### config.mk
export PLATFORM = sky130hd
export DESIGN_NAME = mcp_seq
export DESIGN_NICKNAME = d
export VERILOG_FILES = /design/src/rtl/mcp_seq.sv
export SDC_FILE = /design/constraint.sdc
export NUM_CORES = 1
export LEC_CHECK = 0
export CAP_MARGIN = 15
export CORE_MARGIN = 2
export CORE_UTILIZATION = 55
export DETAILED_ROUTE_END_ITERATION = 12
export GPL_TIMING_DRIVEN = 0
export PLACE_DENSITY = 0.8
export SLEW_MARGIN = 5
export SYNTH_ARGS = -nofsm -noshare
export SYNTH_HDL_FRONTEND = slang
export SYNTH_SLANG_ARGS = --single-unit
### constraint.sdc
create_clock -name pin_clk -period 3.35 [get_ports pin_clk]
set_input_delay 0.335 -clock pin_clk [delete_from_list [all_inputs] [get_ports pin_clk]]
set_output_delay 0.335 -clock pin_clk [all_outputs]
set_load 0.1 [all_outputs]
### src/rtl/mcp_seq.sv
// mcp_seq -- microprogram sequencer.
//
// Produces the next MicROM fetch address every clock from the sequencing op
// carried by the current microword, with a small return stack for
// microsubroutine calls and trap entry.
//
// Ports
//   pin_clk    in   1   clock, rising edge
//   pin_nrst   in   1   asynchronous active-low reset
//   pin_stall  in   1   freeze sequencing, re-fetch the current microword
//   pin_op     in   3   sequencing op (NEXT/JUMP/CALL/RET/BRANCH/DISPATCH/HOLD)
//   pin_addr   in  11   jump/call/branch target, [10:8] is the dispatch page
//   pin_cond   in   1   branch condition
//   pin_disp   in   8   dispatch offset from the instruction decoder
//   pin_trap   in   1   trap request, level-sensitive
//   pin_lc     out 11   next fetch address (combinational)
//   pin_cur    out 11   address of the microword now on the MicROM output
//   pin_valid  out  1   MicROM output is a valid microword
//   pin_sp     out  3   return stack occupancy
//   pin_err    out  1   sticky stack fault
module mcp_seq #(
  parameter logic [10:0] RESET_LC    = 11'h000,
  parameter logic [10:0] TRAP_LC     = 11'h002,
  parameter int          STACK_DEPTH = 4
) (
  input  logic        pin_clk,
  input  logic        pin_nrst,
  input  logic        pin_stall,
  input  logic [2:0]  pin_op,
  input  logic [10:0] pin_addr,
  input  logic        pin_cond,
  input  logic [7:0]  pin_disp,
  input  logic        pin_trap,
  output logic [10:0] pin_lc,
  output logic [10:0] pin_cur,
  output logic        pin_valid,
  output logic [2:0]  pin_sp,
  output logic        pin_err
);

  localparam logic [2:0] OP_NEXT     = 3'd0;
  localparam logic [2:0] OP_JUMP     = 3'd1;
  localparam logic [2:0] OP_CALL     = 3'd2;
  localparam logic [2:0] OP_RET      = 3'd3;
  localparam logic [2:0] OP_BRANCH   = 3'd4;
  localparam logic [2:0] OP_DISPATCH = 3'd5;

  // Stack storage is rounded up to a power of two so it can be indexed by
  // the low bits of sp without width mismatches; only STACK_DEPTH entries
  // are ever used.
  localparam int         IDX_W    = (STACK_DEPTH > 1) ? $clog2(STACK_DEPTH) : 1;
  localparam int         MEM_N    = 1 << IDX_W;
  localparam logic [2:0] SP_FULL  = 3'(STACK_DEPTH);

  typedef enum logic [1:0] {
    S_INIT  = 2'd0,
    S_RUN   = 2'd1,
    S_FAULT = 2'd2
  } state_t;

  state_t      state_q, state_d;
  logic [10:0] cur_q;
  logic [2:0]  sp_q;
  logic        err_q;
  logic [10:0] stack_mem [MEM_N];

  logic [10:0] lc;
  logic [10:0] cur_inc;
  logic [10:0] tos;
  logic [10:0] push_val;
  logic        push;
  logic        pop;
  logic        fault;
  logic        load_cur;
  logic        valid;

  // 11-bit add wraps 7FF -> 000 naturally, for both fetch and return address.
  assign cur_inc = cur_q + 11'd1;
  assign tos     = stack_mem[IDX_W'(sp_q - 3'd1)];

  always_comb begin
    state_d  = state_q;
    lc       = cur_q;
    valid    = 1'b0;
    push     = 1'b0;
    pop      = 1'b0;
    push_val = cur_inc;
    fault    = 1'b0;
    load_cur = 1'b0;
    case (state_q)
      S_INIT: begin
        lc       = RESET_LC;
        load_cur = 1'b1;
        state_d  = S_RUN;
      end
      S_RUN: begin
        valid = 1'b1;
        if (!pin_stall) begin
          if (pin_trap) begin
            // Return to the pre-empted word itself so it re-executes.
            if (sp_q == SP_FULL) begin
              fault = 1'b1;
            end else begin
              lc       = TRAP_LC;
              push     = 1'b1;
              push_val = cur_q;
            end
          end else begin
            case (pin_op)
              OP_NEXT:     lc = cur_inc;
              OP_JUMP:     lc = pin_addr;
              OP_CALL: begin
                if (sp_q == SP_FULL) begin
                  fault = 1'b1;
                end else begin
                  lc   = pin_addr;
                  push = 1'b1;
                end
              end
              OP_RET: begin
                if (sp_q == 3'd0) begin
                  fault = 1'b1;
                end else begin
                  lc  = tos;
                  pop = 1'b1;
                end
              end
              OP_BRANCH:   lc = pin_cond ? pin_addr : cur_inc;
              OP_DISPATCH: lc = {pin_addr[10:8], pin_disp};
              default:     lc = cur_q;
            endcase
          end
          // A faulting word leaves cur and the fetch address where they are.
          if (fault) begin
            lc      = cur_q;
            state_d = S_FAULT;
          end else begin
            load_cur = 1'b1;
          end
        end
      end
      default: begin
        lc = cur_q;
      end
    endcase
  end

  always_ff @(posedge pin_clk or negedge pin_nrst) begin
    if (!pin_nrst) begin
      state_q <= S_INIT;
      cur_q   <= RESET_LC;
      sp_q    <= 3'd0;
      err_q   <= 1'b0;
    end else begin
      state_q <= state_d;
      if (load_cur) cur_q <= lc;
      if (push)     sp_q  <= sp_q + 3'd1;
      else if (pop) sp_q  <= sp_q - 3'd1;
      if (fault)    err_q <= 1'b1;
    end
  end

  // Stack contents carry no reset; only sp defines what is live.
  always_ff @(posedge pin_clk) begin
    if (push) stack_mem[IDX_W'(sp_q)] <= push_val;
  end

  // Reset forces the fetch address combinationally, not just at the next edge.
  assign pin_lc    = pin_nrst ? lc : RESET_LC;
  assign pin_valid = pin_nrst & valid;
  assign pin_cur   = cur_q;
  assign pin_sp    = sp_q;
  assign pin_err   = err_q;

endmodule

Word-level counts from Yosys, hierarchy flattened
Memories as Yosys holds them, arrays and structs flattened.
Cells that the tools add are included.
Widths: inputs -> output; s select.
{"block": "totals", "register_bits": 17, "ram_bits": 44, "word_cells": 67, "memories": 1}
{"block": "op_classes", "add_sub_neg": 3, "n_eq_ne": 9, "muxes": 43, "bitwise": 1, "n_reduce_logical": 6}
{"name": "stack_mem", "words": 4, "width": 11, "rd": 1, "rd_clocked_by_memory_dff": 0, "wr": 1, "line_no": "65", "rtl": "logic [10:0] stack_mem [MEM_N];"}
{"op": "$mux 11", "n": 12}
{"op": "$pmux 11 s6", "n": 1}
{"op": "$mux 1", "n": 22}
{"op": "$pmux 11 s2", "n": 1}
{"op": "$add 11x1->11 const B", "n": 1}
{"op": "$eq 3x3->1 const B", "n": 3}
{"op": "$eq 3x2->1 const B", "n": 2}
{"op": "$logic_not 3->1", "n": 2}
{"op": "$mux 3", "n": 2}
{"op": "$mux 2", "n": 2}
{"op": "$ne 2x2->1 const B", "n": 2}
{"op": "$pmux 1 s2", "n": 2}
{"op": "$pmux 2 s2", "n": 1}
{"op": "$reduce_bool 2->1", "n": 2}
{"op": "$add 3x1->3 const B", "n": 1}
{"op": "$eq 3x1->1 const B", "n": 1}
{"op": "$reduce_and 3->1", "n": 1}
{"op": "$sub 3x1->3 const B", "n": 1}
{"op": "$eq 2x1->1 const B", "n": 1}
{"op": "$logic_not 2->1", "n": 1}
{"op": "$and 1x1->1", "n": 1}

Logic depth before layout (Yosys ltp)
{"block": "logic_depth", "depth_word": 10, "depth_mapped": 10}

Worst setup path before layout
No wires, ideal clock.
{"block": "synth_path", "kind": "register to output", "from": "register sp_q[0] (netlist: pin_sp[0])", "to": "output pin_lc[5]", "arrival_ns": 4.792, "required_time_ns": 3.015, "setup_slack_ns": -1.777, "path_stages_with_launch": 10, "n_path_buf": 2, "cell_sequence": "dfrtp_1 buf_6 inv_1 ha_1 buf_4 and2b_1 nor2_1 a211o_1 o31ai_1 a221oi_1"}
{"block": "synth_via", "elab_chain_cells": 10, "word_cells_on_any_way": 19}
{"element": "start, declared", "line_no": "63", "rtl": "logic [2:0] sp_q;"}
{"element": "start signal, assigned", "line_no": "157", "rtl": "if (push) sp_q <= sp_q + 3'd1;"}
{"element": "start signal, assigned", "line_no": "158", "rtl": "else if (pop) sp_q <= sp_q - 3'd1;"}
{"element": "branches (longest 6 deep; another with $mem_v2 4x11)"}
{"element": "$mux 11 *", "line_no": "134", "rtl": "if (fault) begin"}
{"element": "$mux 11 *", "line_no": "98", "rtl": "if (!pin_stall) begin"}
{"element": "$pmux 11 s2 *", "line_no": "90", "rtl": "case (state_q)"}
{"element": "$mux 11 *", "line_no": "169", "rtl": "assign pin_lc = pin_nrst ? lc : RESET_LC;"}
{"element": "end, declared", "line_no": "34", "rtl": "output logic [10:0] pin_lc,"}
Every way passes the cells marked *. The select of a mux whose other input is x is not followed.

Worst setup path after layout
Same ends and word-level chain as after synthesis.

==> impl_results.md <==
- Outcome: completed
- Clock Tree Root: clkbuf_8
- Cells after synthesis: between 300 and 400
- Tcrit/Tclk final: ~98%
- Vias in the first global route: about 3200
- Synth Area per Inst: roughly 11 um^2
- Area growth, synth to finish: 29.08%
- Skew-Pair Late Insertion Delay: approximately 0.34 ns
- Worst Path Arrival: about 2.9 ns
- Hold_ws: slightly above 0.09 ns
- TritonRoute pass-1 iters: 5
- Initial antenna violation count: 0
- Hold WC Path Type: in2async
- Worst-Margin Slew: just under 1 ns
- Max incr delay on CP: just over 0.5 ns
- Ys async rst share: between 20 and 30%
- Violation count after the first detailed-route iteration: between 300 and 400
- Final WL: roughly 11000 um
- Switching Fraction: ~51%
- Routed len/inst: between 20 and 25 um
- CP most frequent cell: buf_4
- Yosys warning count: 0
- Worst rel slew slack: between 30% and 40%
- Die height: around 87 um
- Layout cell share with drive strength beyond 1: 22.67%
- Final Hold Vio Count: 0
- RSZ-0062 raised after global routing: false
- LEAKAGE: approximately 1.8 nW
- Post-route DRC: 0
- Num CTS Buffers: 9
- Seq pwr share: roughly 27%
- Placed insts: 483
- Pwr dens: a little under 900 nW/um^2
- Post-place setup slack: -1.179 ns
- Count of boundary I/O pins: 54
- # setup viols final: 0
- Fin nets: between 400 and 500
- Crit-path max FO: 10
- Die X: 86.68 um
- Initial core utilization: about 56%
- Post-Synthesis Cell Area: 3760 um^2
- Worst path slowest cell: dfrtp_4
- Worst reg2reg startpoint: pin_sp[0]
- First-pass GRT wire length: 17170 um
- Fmax: approximately 310 MHz
- Post-DP HPWL: roughly 8200 um
- Setup TNS: 0 ns
- Flop2flop setup slack: between 0.8 and 0.9 ns
- Max Cap Viol: 0
- Worst R2R End: pin_cur[5]
- WP data required: roughly 3.0 ns
- Worst Setup Start Kind: register
- Via count: 3307
- Setup bufs post-CTS: 0
- Register area share after synthesis: 46.46%
- Gr usage total: roughly 31%
- Crit path depth: 9
- Post-route clock skew: 0.009816 ns
- Largest net degree at the start of global routing: 26
- Layout Cells excl Fill: 499
- Top_reg_cell synth: edfxtp_1
- Worst Setup End Kind: primary output
- Yosys reg bits: roughly 60
- CTS sink count: between 60 and 70
- Pint: around 2.1 mW
- Post-synth net total: 384
- Diodes inserted: 0
- GRT overflow: 0
- Number of synthesized flops with an enable pin: 44
- Top delay family on crit path: compound AO/OA/AOI/OAI gates
- Total core area: roughly 6700 um^2
- Routability cong.: a little over 1
- Cells on worst reg2reg path: 8
- Post-route minimum period: around 3.3 ns
- Clock power share: between 10% and 20%
- NetSw: approximately 2.2 mW
- Crit path cell chain: buf_12 -> inv_8 -> ha_4 -> buf_4 -> mux4_1 -> a211o_1 -> o31ai_2 -> a221oi_4 -> buf_4
- Synth unique cells: 66
- VDD IR max: around 0.00052 V
- H-Tree Depth: 3
- Critical path class: reg2out
- CTS tree: done
- Critical path buffers and inverters: 4
- Design Power: roughly 4.3 mW
- DRT antenna net count: 0
- Logic pwr share: 58.3%
- Fin. max-slew vios: 0
- Placement row count: 30
- Clk buf depth: 2
- PortBufs: 53
- Via density per instance: roughly 6.6
- Clk slew on worst S/H paths: approximately 0.070 ns
- Die Area: approximately 7500 um^2
- Worst setup margin: 0.07416 ns
## through the flow
step	area, um^2	utilization, %
final	4853	72.23
after global routing	4853	72.23
after CTS	4786	71.23
after detailed placement	4584	68.23
after global placement	4584	68.23
after floorplan	3954	-
## Yosys cell counts (all sizes together) (3+ instances only)
library cell	number	area [um^2]
a2111oi	3	57.56
a211o	6	52.55
a211oi	5	42.54
a21boi	4	30.03
a21o	4	30.03
a21oi	19	95.09
a22oi	4	30.03
a31oi	4	25.02
a32oi	3	26.28
and2	3	18.77
and3	7	43.79
buf	16	100.1
clkbuf	4	16.26
dfrtp	17	425.4
edfxtp	44	1321
ha	7	87.58
inv	18	67.56
mux4	11	251.5
nand2	32	120.1
nand2b	4	25.02
nand3	19	95.09
nand3b	4	30.03
nand4	4	25.02
nor2	17	63.81
nor2b	3	18.77
nor3	8	40.04
o2111ai	4	35.03
o21a	3	22.52
o21ai	13	65.06
o31ai	5	37.54
or2	5	31.28
xnor2	10	87.58
xor2	6	52.55
## cells in the final DEF, fill, tap and decap left out, drive strengths merged, types with 5 or more instances in the layout
cell	Yosys	final
nor3	8	8
nor2	17	17
a211o	6	6
a211oi	5	5
clkbuf	4	21
o21ai	13	13
xnor2	10	10
nand3	19	19
ha	7	7
dfrtp	17	17
edfxtp	44	44
mux4	11	11
xor2	6	6
and3	7	7
clkdlybuf4s50	0	41
buf	16	20
or2	5	5
o31ai	5	5
inv	18	18
a21oi	19	19
nand2	32	32
## routing by layer
metal  up-vias  track usage, %  wire length [um]  part of all wire, %
met5         -               0                 0                    0
met4         0           13.35               245                  2.2
met3        29           5.429               858                  7.7
met2       204           49.86              5382                   49
met1      1597           40.96              4605                   42
li1       1477               -                 -                    -
## cell type report
type                            count  area [um^2]
Fill cell                         499         1866
Multi-Input combinational cell    250         2081
Inverter                           19        80.08
Clock inverter                      6        63.81
Sequential cell                    61         1760
Tap cell                           80        100.1
Clock buffer                       10        127.6
Timing Repair Buffer               53        509.2
Buffer                             20        131.4
## power by group through the flow
stage          registers, mW  clock network, mW  logic [mW]
6_report                1.17              0.633        2.52
3_3_place_gp            1.17                  0        2.41
5_1_grt                 1.18              0.671        2.65
4_1_cts                 1.17              0.644        2.46
3_5_place_dp            1.18                  0        2.45
2_1_floorplan           1.67                  0        1.33
## logic make-up (layout without fill, tap and decap cells)
family,count (synthesis),after routing,synth area share [%]
AND/OR/NAND/NOR,116,116,15.74
multiplexers,11,11,6.689
adder cells (fa/ha/maj),7,7,2.329
buffers and inverters,39,108,4.991
AO/OA/AOI/OAI,100,100,20.07
flip-flops,61,61,46.46
XOR/XNOR,16,16,3.727
## sequential cells by signal, indices dropped and copies added (netlist names)
name       count
pin_err        1
state_q        2
stack_mem     44
pin_cur       11
pin_sp         3
## how the worst max path moves through the flow
stage,start,end
6_report,pin_sp[0],pin_lc[5]
3_3_place_gp,pin_nrst,pin_lc[7]
3_5_place_dp,pin_nrst,pin_lc[7]
2_1_floorplan,pin_sp[0],pin_lc[2]
4_1_cts,pin_sp[0],pin_lc[3]
5_1_grt,pin_sp[0],pin_lc[8]
## what timing repair did
item                                    CTS  global route
pin swaps                                 0             0
endpoints found under the setup margin   12            11
hold buffers                              0             0
gates resized for setup                  72            16
No activity file was read; power rests on OpenSTA's default activity.
